===== src/rtl/regfile_wb_arbiter.sv =====
// regfile_wb_arbiter: zero-fills x1..x31 after reset, then round-robin arbitrates the register file write port
// Ports:
//   clk, rst                  clock and synchronous active-high reset
//   req_valid/req_ready       per-requester handshake; ready is a one-hot grant
//   req_rd/req_wdata          packed per-requester destination register and data
//   rf_en/rf_we/rf_rd/rf_wdata registered register file write port
//   wb_pend/wb_pend_rd        write in flight this cycle, for the hazard unit
//   init_done                 zero-fill finished, requests being accepted
module regfile_wb_arbiter #(
  parameter int XLEN = 32,
  parameter int NREQ = 3,
  parameter int INIT_ZERO = 1
) (
  input  logic                 clk,
  input  logic                 rst,
  input  logic [NREQ-1:0]      req_valid,
  output logic [NREQ-1:0]      req_ready,
  input  logic [NREQ*5-1:0]    req_rd,
  input  logic [NREQ*XLEN-1:0] req_wdata,
  output logic                 rf_en,
  output logic                 rf_we,
  output logic [4:0]           rf_rd,
  output logic [XLEN-1:0]      rf_wdata,
  output logic                 wb_pend,
  output logic [4:0]           wb_pend_rd,
  output logic                 init_done
);
  localparam int PW = $clog2(NREQ);
  typedef enum logic {INIT, RUN} state_t;
  state_t state;
  logic [4:0] idx;
  logic [PW-1:0] ptr, sel;
  logic found;
  always_comb begin
    sel = '0;
    found = 1'b0;
    for (int k = 0; k < NREQ; k++)
      if (!found && req_valid[(int'(ptr) + k) % NREQ]) begin
        found = 1'b1;
        sel = PW'((int'(ptr) + k) % NREQ);
      end
    req_ready = (state == RUN && found) ? NREQ'(1) << sel : '0;
  end
  always_ff @(posedge clk) begin
    if (rst) begin
      state <= INIT_ZERO != 0 ? INIT : RUN;
      idx <= 5'd1;
      ptr <= '0;
      rf_we <= 1'b0;
      rf_rd <= '0;
      rf_wdata <= '0;
      init_done <= INIT_ZERO == 0;
    end else if (state == INIT) begin
      rf_we <= 1'b1;
      rf_rd <= idx;
      rf_wdata <= '0;
      idx <= idx + 5'd1;
      if (idx == 5'd31) begin
        state <= RUN;
        init_done <= 1'b1;
      end
    end else if (found) begin
      // x0 writes complete the handshake but never reach the array
      rf_rd <= req_rd[int'(sel)*5 +: 5];
      rf_wdata <= req_wdata[int'(sel)*XLEN +: XLEN];
      rf_we <= req_rd[int'(sel)*5 +: 5] != 5'd0;
      ptr <= (sel == PW'(NREQ - 1)) ? '0 : sel + 1'b1;
    end else begin
      rf_we <= 1'b0;
    end
  end
  assign rf_en = rf_we;
  assign wb_pend = rf_we;
  assign wb_pend_rd = rf_rd;
endmodule


===== config.mk =====
export PLATFORM = sky130hd
export DESIGN_NAME = regfile_wb_arbiter
export DESIGN_NICKNAME = d
export VERILOG_FILES = /design/src/rtl/regfile_wb_arbiter.sv
export SDC_FILE = /design/constraint.sdc
export NUM_CORES = 1
export LEC_CHECK = 0
export BUFFER_PORTS_ARGS = -buffer_cell sky130_fd_sc_hd__buf_2
export CORE_MARGIN = 2
export CORE_UTILIZATION = 49
export DETAILED_ROUTE_END_ITERATION = 8
export PLACE_DENSITY = 0.87
export SYNTH_ARGS = -nofsm -noshare
export SYNTH_HDL_FRONTEND = slang
export SYNTH_SLANG_ARGS = --single-unit

===== constraint.sdc =====
create_clock -name clk -period 5.85 [get_ports clk]
set_input_delay 0 -clock clk [delete_from_list [all_inputs] [get_ports clk]]
set_output_delay 0 -clock clk [all_outputs]
set_load 0.005 [all_outputs]

# [Yosys cells after proc, flatten, opt, wreduce, memory -nomap -nowiden]
# Index checks and enable logic that the tools add are counted.
[totals] input_bits=116 reg_bits=47 elab_cells=57 n_memories=0 latch_bits=0 mem_bits_rw=0 mem_bits_ro=0 out_inout_bits=49
[op_classes] n_mux=23 addsub=4 eq_ne=3 n_reduce_logical=9 shifts=3 mul=1 div_mod_pow=3 n_bitwise=1 order_cmp=3
[op_table] operator="32-bit by 4-bit < comparator with 1-bit output (second input constant)" count=3
[op_table] operator="96-bit by 8-bit indexed part select with 32-bit output" count=1
[op_table] operator="32-bit by 3-bit modulo with 32-bit output (second input constant)" count=2
[op_table] operator="3-bit by 3-bit modulo with 32-bit output (second input constant)" count=1
[op_table] operator="15-bit by 6-bit indexed part select with 5-bit output" count=1
[op_table] operator="1-bit two-way mux" count=13
[op_table] operator="5-bit two-way mux" count=2
[op_table] operator="2-bit two-way mux" count=4
[op_table] operator="1-bit binary-select mux with 2-bit select" count=3
[op_table] operator="5-bit by 1-bit adder with 5-bit output (second input constant)" count=1
[op_table] operator="5-bit == test (second input constant)" count=1
[op_table] operator="2-bit by 3-bit multiplier with 5-bit output (second input constant)" count=1
[op_table] operator="5-bit nonzero test" count=1
[op_table] operator="2-bit AND reduction" count=2
[op_table] operator="2-bit by 1-bit adder with 3-bit output (second input constant)" count=1
[op_table] operator="2-bit by 2-bit adder with 3-bit output (second input constant)" count=1
[op_table] operator="1-bit logical AND" count=3
[op_table] operator="3-bit two-way mux" count=1
[op_table] operator="1-bit by 2-bit left shift with 3-bit output (first input constant)" count=1
[op_table] operator="2-bit by 1-bit adder with 2-bit output (second input constant)" count=1
[op_table] operator="2-bit == test (second input constant)" count=1
[op_table] operator="1-bit logical NOT" count=2
[op_table] operator="2-bit by 1-bit != test with 1-bit output (second input constant)" count=1
[op_table] operator="2-bit OR reduction" count=1
[op_table] operator="1-bit NOT" count=1

# [Logic depth before layout (Yosys ltp)]
# Gate-level depths: netlist of run 1.
[logic_depth] ltp_word=16 mapped_depth=11 depth_no_buf=8

# [Worst setup path before layout of run 1]
# OpenSTA, ideal clock, no wires.
[synth_path] path_kind="flip-flop to flip-flop" from="reg ptr[1]" to="reg rf_wdata[10]" arrival_ps=1992 stages_incl_launch_ff=12 setup_ps=122 required_time_ps=5728 path_slack_ps=3736 period_less_slack_ps=2114 path_buffers=3 path_cell_list="dfxtp_1 inv_1 ha_1 buf_6 mux2i_2 o21ai_2 nand2_1 nand2_2 buf_6 buf_4 a211oi_1 o31ai_1"
[synth_via] elab_chain_len=12 elab_cells_between_ends=25 classes_between="2 x add/sub; 3 x div; 1 x shift; 15 x mux; 4 x reduce/logical"
[synth_lines] item="from (decl)" line="32" source="logic [PW-1:0] ptr, sel;"
[synth_lines] item="from (signal assigned)" line="67" source="ptr <= (sel == PW'(NREQ - 1)) ? '0 : sel + 1'b1;"
[synth_lines] item="branches (longest 12 deep; another with 32-bit by 3-bit modulo with 32-bit output)"
[synth_lines] item="to (signal assigned)" line="65" source="rf_wdata <= req_wdata[int'(sel)*XLEN +: XLEN];"
[synth_lines] item="to (decl)" line="23" source="output logic [XLEN-1:0] rf_wdata,"
# Several ways; the timed one is not identified. The select of a mux whose other input is x is not followed.
# A chain may end at the register's enable or synchronous reset.

# [Final worst setup path of run 1]
[layout_path] from="reg ptr[1]" to="out req_ready[2]"
[layout_via] elab_chain_len=13 elab_cells_between_ends=27 classes_between="2 x add/sub; 3 x div; 1 x shift; 16 x mux; 5 x reduce/logical"
[layout_lines] item="branches (longest 12 deep; another with 32-bit by 3-bit modulo with 32-bit output)"
[layout_lines] item="3-bit two-way mux (*)" line="42" source="req_ready = (state == RUN && found) ? NREQ'(1) << sel : '0;"
[layout_lines] item="to (decl)" line="17" source="output logic [NREQ-1:0] req_ready,"
# Mark *: on every way between the ends. The select of a mux whose other input is x is not followed.

==> summary.txt, run 1 <==
Run status
  – Status: finished clean

Logic synthesis
  – Post-synth EDFFs: 0
  – Post-synth ARST share: 0%
  – Cell Area, Synth: around 3000 µm²
  – Post-synthesis sequential area ratio: around a third
  – Syn Inst Count: between 300 and 400
  – Syn_nets: roughly 500
  – Synth Flop Type: dfxtp_1
  – Syn avg cell area: 7.99 µm²
  – Yosys reg bits: 47
  – Yosys warns: 0
  – Synth cell types: 54

Floorplan
  – Cell row count: 28
  – Die area: around 6700 µm²
  – Core ar.: 5920 µm²
  – Die X-Extent: between 80 and 90 µm
  – Die Y: 82.1 µm
  – Initial core utilization: 50.5%
  – IO Pins: between 150 and 200

Clocking
  – TritonCTS clock tree: done
  – Max Root-Sink Buffers: 2
  – CTS Sinks: 47
  – Worst-skew pair later-pin latency: just under 0.3 ns
  – Total CTS buffers: 5
  – Root Buffer: clkbuf_8
  – Clock transition at path regs: 0.09 ns
  – H-Tree Depth: 2

Critical path
  – Critical path origin: ptr[1]
  – RR Startpoint: ptr[1]
  – Critical Path End Type: output pin
  – Critical path type: flip-flop to output pin
  – CP Data Required Time: 5.85 ns
  – Startpoint types: flip-flop
  – Worst r2r path cells: 8
  – CP Max Fanout: 39
  – Critical Path AT: between 3 and 4 ns

Final layout
  – Syn-to-layout area delta: 29.8%
  – Finished Layout Cells: about 590
  – Final #Nets: approximately 640
  – Fraction of layout cells with a size suffix above 1: between 30% and 40%
  – Core Util, Final: 65.5%
  – ANT cells: 0

Timing
  – # setup viols final: 0
  – Fin crit period: around 3.8 ns
  – Slew of the pin with the lowest slew margin: 1.23 ns
  – Hold Vio Cnt, Final: 0
  – Max-Slew Margin vs Limit: roughly 18%
  – Clk_skew: 0.00631 ns
  – Setup_tns: 0 ns
  – WHS: between 0.0015 and 0.002 ns
  – Fin crit share: between 60% and 70%
  – RSZ-0062 raised after global routing: no
  – Max-slew violations: 0
  – Highest clock rate: between 200 and 300 MHz

Job
  – MaxCap Viol Count: 0

Place
  – Placed instance count: approximately 580
  – Post-DP HPWL: between 6000 and 7000 µm
  – Placer Congestion: 0.903
  – Port buffer count: around 160

Power
  – Lkg Pwr: ~0.0019 µW
  – Pwr Total: approximately 680 µW
  – PwrDens: between 150 and 200 nW/µm²
  – VDD IR max: approximately 0.00011 V

Detailed routing
  – Vias per Instance: about 5.9
  – DRC errors left: 0
  – Pre-antenna DRT Iters: 4
  – Total wire length: 9610 µm
  – DRT iter0 DRCs: 230
  – Drt wl/cell: 16.2 µm
  – Routed Antenna Nets: 0
  – Vias: 3465

Min path
  – WHS Path Cells: 3
  – Min-Delay Path Class: primary input to flip-flop
  – Hold path start: req_wdata[76]

Global route
  – Pin count of the biggest net entering global routing: 46
  – Grt ovf: 0
  – All-layer global routing usage: between 20% and 30%
  – First-pass GRT wire length: between 10000 and 15000 µm
  – Initial antenna violation count: 0
  – Vias in the first global route: ~3200
==> cell usage after synthesis (6+ instances only) <==
library cell,number,area [µm²]
clkbuf_1,11,41.3
nand2_1,42,158
buf_4,11,82.6
nor2_1,48,180
a211oi_1,34,255
a21oi_1,8,40.0
ha_1,6,75.1
buf_2,13,65.1
dfxtp_1,47,941
o31ai_1,33,248
inv_1,9,33.8
and3_1,34,213
==> metrics by stage <==
step | area [µm²] | setup WS [ns]
finish | 3880 | 2.01
global route | 3880 | 1.64
CTS | 3860 | 2.16
detailed placement | 3710 | 2.17
global placement | 3710 | 2.31
floorplan | 2990 | 3.74
==> logic make-up (layout without fill, tap and decap cells) <==
kind of cell / count (synthesis) / after routing / synth area share, %
buffers and inverters: 49 / 192 / 8.83
adder cells (fa/ha/maj): 6 / 6 / 2.51
XOR/XNOR: 2 / 2 / 0.586
flip-flops: 47 / 47 / 31.5
multiplexers: 6 / 6 / 2.22
AND/OR/NAND/NOR: 154 / 154 / 25.5
AO/OA/AOI/OAI: 110 / 110 / 28.8
==> placed cells by master, fill, tap and decap left out, drive strengths merged, types with 6 or more instances in the layout <==
cell type    instances
nor2                49
buf                167
ha                   6
nand2               43
o31ai               33
clkbuf               7
dlygate4sd3          7
dfxtp               47
inv                 10
and3                34
a21oi                9
a211oi              34
o21ai                8
nor3                 6
==> final cells by class <==
type | instances | area [µm²]
fillers | 504 | 2040
inverters | 10 | 37.5
flip-flops and latches | 47 | 941
well taps | 75 | 93.8
multi-input cells | 278 | 1800
repair buffers | 174 | 913
clock buffers | 7 | 86.3
clock inverters | 1 | 8.76
==> final timing paths <==
path | endpoint | slack [ns]
worst max register to register | rf_rd[2] | 2.03
worst max-delay path | req_ready[2] | 2.01
worst min register to register | rf_wdata[31] | 0.45
worst min-delay path | rf_wdata[12] | 0.002
==> where the power goes <==
part	switching (µW)	internal (µW)	total, µW	leakage [µW]
combinational	65.7	67.9	134	0.00143
sequential	5.42	325	330	0.000380
clock	117	97.3	214	0.0000484
total	188	490	678	0.00186
==> metal layers <==
layer	wire, µm	track usage [%]	part of all wire, %	up-vias
met5	0	0	0	-
met4	174	8.33	1.8	0
met3	838	4.13	8.7	19
met2	4710	47.0	49	197
met1	3890	34.0	40	1601
li1	-	-	-	1648
==> flip-flops by register name, indices dropped and copies added, names as in the netlist <==
signal and count:
ptr 2, rf_wdata 32, state 1, init_done 1, rf_rd 5, idx 5, rf_en 1
==> timing repair <==
item,CTS,global route
setup buffers,0,0
gates resized for setup,0,0
hold buffers,5,2
hold endpoints to repair,5,2
==> worst max-delay path: stages, from the launching register on <==
cell and delay (ns):
dfxtp_1 0.35, inv_1 0.10, ha_1 0.44, nand2b_1 0.24
a21oi_1 0.13, o21ai_2 0.94, nand2_2 0.80, nor3_1 0.36
buf_2 0.17
No activity file was read; power rests on OpenSTA's default activity.
==> run 2: changes to the inputs <==
Settings changed: CORE_UTILIZATION 49 to 45, PLACE_DENSITY 0.87 to 0.81.
Clock period 5.85 ns to 3.79 ns, I/O delays scaled along.
==> run 2 against run 1 <==
Compared with the run above: worst hold slack gained 0.0054 ns; clock skew grew 0.0016 ns; design area grew 5.5%; total power grew 57%; sequential share of layout area shrank 1.3 points; die area grew 8.4%; count of clock-buffer cells in the layout is the same; flip-flop and latch count is the same; largest cell class unchanged.
==> summary.txt, run 2 (synthesis results as in run 1) <==
Global route
  – Grt ovf: 0
  – Vias in the first global route: about 3400
  – All-layer global routing usage: a little over a quarter
  – First-pass GRT wire length: between 15000 and 20000 µm
  – Initial antenna violation count: 3
  – Pin count of the biggest net entering global routing: 37

Final layout
  – Syn-to-layout area delta: 37.0%
  – Fill cell count: approximately 540
  – Finished Layout Cells: around 600
  – Top reg by flops: rf_wdata
  – Fraction of layout cells with a size suffix above 1: between 30% and 40%
  – Flip-flop count of the largest register after layout: 32
  – Most common library cell in the layout ignoring fill and taps: buf_2
  – Most frequent cells in the layout: buf_2 (164), nor2_1 (48), dfxtp_1 (47), nand2_1 (42)
  – Final #Nets: 660
  – Largest regs: rf_wdata (32), idx (5), rf_rd (5)

Timing
  – RSZ-0062 raised after global routing: no
  – Slew of the pin with the lowest slew margin: 0.688 ns
  – Hold Vio Cnt, Final: 0
  – Highest clock rate: ~320 MHz
  – Setup_tns: 0 ns
  – Max-slew violations: 0
  – # setup viols final: 0
  – Clk_skew: a little under 0.008 ns
  – Fin crit period: between 3 and 4 ns
  – Max-Slew Margin vs Limit: between 50% and 60%
  – WHS: approximately 0.0073 ns
  – Fin crit share: between 80% and 90%

Run status
  – Status: finished clean

Detailed routing
  – DRC errors left: 0
  – Vias: 3529
  – Pre-antenna DRT Iters: 4
  – Total wire length: between 10000 and 15000 µm
  – Vias per Instance: 5.71
  – DRT iter0 DRCs: 181
  – Drt wl/cell: between 15 and 20 µm
  – Routed Antenna Nets: 0

Power
  – VDD IR max: 0.000163 V
  – PwrDens: between 200 and 300 nW/µm²
  – Lkg Pwr: between 0.0015 and 0.002 µW

Clocking
  – CTS Hold Buffers Added: 24
  – Max Root-Sink Buffers: 2
  – Clock transition at path regs: approximately 0.090 ns
  – Root Buffer: clkbuf_8
  – CTS resizes: 0
  – Worst-skew pair later-pin latency: roughly 0.30 ns
  – H-Tree Depth: 2
  – Setup bufs post-CTS: 0
  – CTS Sinks: 47
  – Total CTS buffers: 5
  – TritonCTS clock tree: done

Floorplan
  – Die X-Extent: around 86 µm
  – Die Y: roughly 86 µm
  – Die area: about 7300 µm²
  – Cell row count: 29
  – Initial core utilization: between 40% and 50%
  – Core ar.: between 6000 and 7000 µm²
  – IO Pins: between 150 and 200

Place
  – Placed instance count: 584
  – Port buffer count: about 160
  – Post-DP HPWL: around 6900 µm
  – Placer Congestion: about 0.95

Critical path
  – RR Startpoint: ptr[0]
  – Worst Path Buf+Inv: 3
  – Crit path cell chain: inv_1 > ha_1 > nor2b_1 > a2111oi_2 > a21o_1 > buf_4 > nor3_1 > buf_2
  – Critical path type: flip-flop to output pin
  – CP top delay family: compound AO/OA/AOI/OAI gates
  – Worst r2r path cells: 10
  – R2R Path End: rf_wdata[4]
  – Reg2Reg Setup Slack: 0.67 ns
  – Critical Path AT: roughly 3.2 ns
  – CP Data Required Time: about 3.8 ns
  – Startpoint types: flip-flop
  – CP Max Fanout: 25
  – Crit-path max cell delay: about 0.56 ns
  – Slowest-stage cell, CP: a2111oi_2
  – Critical Path End Type: output pin

Min path
  – Hold endpoint: rf_wdata[27]
  – Hold path start: req_wdata[91]
  – Min-Delay Path Class: primary input to flip-flop
  – WHS Path Cells: 3

Job
  – MaxCap Viol Count: 0
-- run 2: cell count changes in the layout (fill, tap and decap cells not counted) --
cell,delta
buf_4,+5
diode_2,+2
dlygate4sd3_1,+17
-- run 2: worst register-to-register path: cells and delay by family, from the launching register on --
family | cells | cell delay [ns]
buffers and inverters | 3 | 0.76
AND/OR/NAND/NOR | 2 | 0.72
AO/OA/AOI/OAI | 4 | 0.67
adder cells (fa/ha/maj) | 1 | 0.49
flip-flops | 1 | 0.36
-- run 2: report_power, final --
| group | internal (µW) | total, µW | leakage, µW | switching [µW] |
|---|---|---|---|---|
| combinational | 117 | 223 | 0.00153 | 105 |
| clock | 150 | 330 | 0.0000485 | 179 |
| sequential | 502 | 509 | 0.000380 | 7.73 |
-- run 2: metrics by stage --
stage	setup slack, ns	util (%)	cell area, µm²	power, µW
2_1_floorplan	1.68	-	2990	636
3_5_place_dp	0.739	58.8	3750	720
5_1_grt	0.387	64.1	4090	1110
4_1_cts	0.640	64.0	4090	1070
6_report	0.621	64.1	4090	1060
3_3_place_gp	0.898	58.8	3750	718
-- run 2: cell type report --
type / count / area (µm²) / share of cell area (%)
repair buffers: 196 / 1120 / 27.4
multi-input cells: 278 / 1800 / 43.9
diodes: 2 / 5.00 / 0.122
inverters: 10 / 37.5 / 0.917
flip-flops and latches: 47 / 941 / 23.0
clock buffers: 7 / 86.3 / 2.11
well taps: 77 / 96.3 / 2.35
clock inverters: 1 / 8.76 / 0.214
-- run 2: how the worst max path moves through the flow --
stage	slack, ns	cells after the start	endpoint	from
final	0.62	8	req_ready[0]	ptr[0]
after global routing	0.39	8	req_ready[0]	ptr[0]
after global placement	0.90	10	rf_wdata[1]	ptr[1]
after floorplan	1.68	11	rf_wdata[10]	ptr[1]
after CTS	0.64	8	req_ready[0]	ptr[0]
after detailed placement	0.74	8	rf_wdata[9]	ptr[0]
-- run 2: metal layers --
| layer | vias to the layer above | track usage, % | share of wire [%] | wire length [µm] |
|---|---|---|---|---|
| met4 | 2 | 9.67 | 2.1 | 209 |
| li1 | 1699 | - | - | - |
| met3 | 24 | 6.06 | 8.8 | 894 |
| met2 | 190 | 46.0 | 47 | 4750 |
| met5 | - | 0 | 0.13 | 13 |
| met1 | 1614 | 33.9 | 42 | 4260 |
==> run 3: changes to the inputs <==
Clock period 3.79 ns to 3.3 ns, I/O delays scaled along.
==> run 3 against run 2 <==
Compared with the run above: clock skew hardly changed; count of clock-buffer cells in the layout unchanged; combinational power increased by 12%; clock power grew 20%; die area unchanged; first-iteration DRC count decreased by 2.2%; core utilization decreased by 0.88 points; design area down 1.4%.
==> summary.txt, run 3 (synthesis results as in run 1) <==
Run status
  – Status: finished clean

Clocking
  – Root Buffer: clkbuf_8
  – Setup bufs post-CTS: 0
  – Worst-skew pair later-pin latency: approximately 0.3 ns
  – Clock transition at path regs: about 0.090 ns
  – CTS Sinks: 47
  – CTS resizes: 0
  – Max Root-Sink Buffers: 2
  – H-Tree Depth: 2
  – TritonCTS clock tree: done
  – Total CTS buffers: 5

Min path
  – Hold endpoint: rf_wdata[30]
  – Min-Delay Path Class: primary input to flip-flop
  – Hold path start: req_wdata[94]
  – WHS Path Cells: 3

Timing
  – Final WS setup: approximately 0.36 ns
  – Highest clock rate: roughly 340 MHz
  – Fin crit period: between 2 and 3 ns
  – Slew of the pin with the lowest slew margin: around 0.6 ns
  – WHS: slightly below 0.0009 ns
  – # setup viols final: 0
  – Hold Vio Cnt, Final: 0
  – Max-Slew Margin vs Limit: 59.4%
  – Fin crit share: between 80% and 90%
  – Clk_skew: about 0.0083 ns
  – Max-slew violations: 0
  – RSZ-0062 raised after global routing: no
  – Setup_tns: 0 ns

Detailed routing
  – Drt wl/cell: between 15 and 20 µm
  – Vias: between 3000 and 4000
  – DRT iter0 DRCs: roughly 180
  – Pre-antenna DRT Iters: 4
  – Routed Antenna Nets: 0
  – Total wire length: between 10000 and 15000 µm
  – Vias per Instance: ~5.7
  – DRC errors left: 0

Final layout
  – Post-route cell area: 4040 µm²
  – Top reg by flops: rf_wdata
  – Largest regs: rf_wdata (32), idx (5), rf_rd (5)
  – Most common library cell in the layout ignoring fill and taps: buf_2
  – Syn-to-layout area delta: 35.1%
  – Fraction of layout cells with a size suffix above 1: between 30 and 40%
  – Final #Nets: approximately 650
  – Most frequent cells in the layout: buf_2 (164), nor2_1 (48), dfxtp_1 (47), nand2_1 (42)
  – Flip-flop count of the largest register after layout: 32

Critical path
  – CP Max Fanout: 18
  – Crit-path max cell delay: just under 0.6 ns
  – CP top delay family: compound AO/OA/AOI/OAI gates
  – Slowest-stage cell, CP: a2111oi_2
  – Critical Path End Type: flip-flop
  – Critical path origin: ptr[0]
  – Reg2Reg Setup Slack: about 0.36 ns
  – Critical path type: flip-flop to flip-flop
  – Worst Path Buf+Inv: 2
  – Worst r2r path cells: 8
  – RR Startpoint: ptr[0]
  – Critical Path AT: 3.15 ns
  – Startpoint types: flip-flop
  – CP Data Required Time: about 3.5 ns
  – Crit path cell chain: inv_1 > ha_1 > nor2b_1 > a2111oi_2 > a21o_1 > buf_4 > a211oi_1 > o31ai_1
  – R2R Path End: rf_wdata[15]

Floorplan
  – Die X-Extent: roughly 86 µm
  – Core ar.: ~6400 µm²
  – Cell row count: 29
  – Initial core utilization: ~47%
  – IO Pins: 165
  – Die Y: ~86 µm
  – Die area: 7310 µm²

Place
  – Port buffer count: between 150 and 200
  – Place WS: 0.442 ns
  – Cell Area, Placed: ~3800 µm²
  – Placer Congestion: just under 0.9
  – Post-DP HPWL: approximately 7000 µm

Global route
  – Grt ovf: 0
  – Vias in the first global route: ~3300
  – Initial antenna violation count: 3
  – First-pass GRT wire length: 15700 µm
  – All-layer global routing usage: 26.5%
  – Pin count of the biggest net entering global routing: 36

Job
  – MaxCap Viol Count: 0

Power
  – PwrDens: 305 nW/µm²
  – VDD IR max: 0.000213 V
  – Lkg Pwr: 0.00193 µW
==> run 3: metal layers <==
metal,share of wire (%),global-route usage (%)
met3,9.8,5.77
met2,46,43.3
met1,42,34.6
met4,2.3,9.38
met5,0.069,0
==> run 3: power breakdown <==
group / leakage [µW] / total, µW / switching [µW] / internal (µW)
Clock: 0.0000505 / 395 / 204 / 191
Sequential: 0.000380 / 585 / 9.32 / 576
Combinational: 0.00150 / 250 / 120 / 130
==> run 3: layout make-up <==
| class | count | area, µm² |
|---|---|---|
| Antenna cell | 2 | 5.00 |
| Clock buffer | 7 | 96.3 |
| Clock inverter | 1 | 7.51 |
| Fill cell | 557 | 2350 |
| Inverter | 10 | 37.5 |
| Multi-Input combinational cell | 278 | 1800 |
| Sequential cell | 47 | 941 |
| Tap cell | 77 | 96.3 |
| Timing Repair Buffer | 190 | 1060 |
==> run 3: worst max path at each step <==
stage / endpoint / slack [ns] / depth (start not counted)
6_report: rf_wdata[15] / 0.36 / 8
5_1_grt: rf_wdata[25] / 0.14 / 8
4_1_cts: rf_wdata[27] / 0.40 / 8
3_5_place_dp: rf_wdata[27] / 0.44 / 8
3_3_place_gp: rf_wdata[15] / 0.59 / 8
2_1_floorplan: rf_wdata[10] / 1.19 / 11
==> run 3: worst reg2reg max path, stage by stage, from the launching register on <==
cell,delay (ns)
dfxtp_1,0.35
inv_1,0.09
ha_1,0.47
nor2b_1,0.14
a2111oi_2,0.58
a21o_1,0.53
buf_4,0.36
a211oi_1,0.08
o31ai_1,0.25
==> run 3: timing repair <==
| action | CTS | global route |
|---|---|---|
| hold endpoints to repair | 16 | 0 |
| setup endpoints to repair | 0 | 0 |
| hold buffers | 16 | 0 |
==> run 3: per-stage QoR <==
step	power (µW)	util, %	cells
2_1_floorplan	731	-	374
3_3_place_gp	826	59.0	586
3_5_place_dp	829	59.0	586
4_1_cts	1240	63.1	610
5_1_grt	1280	63.2	612
6_report	1230	63.2	612
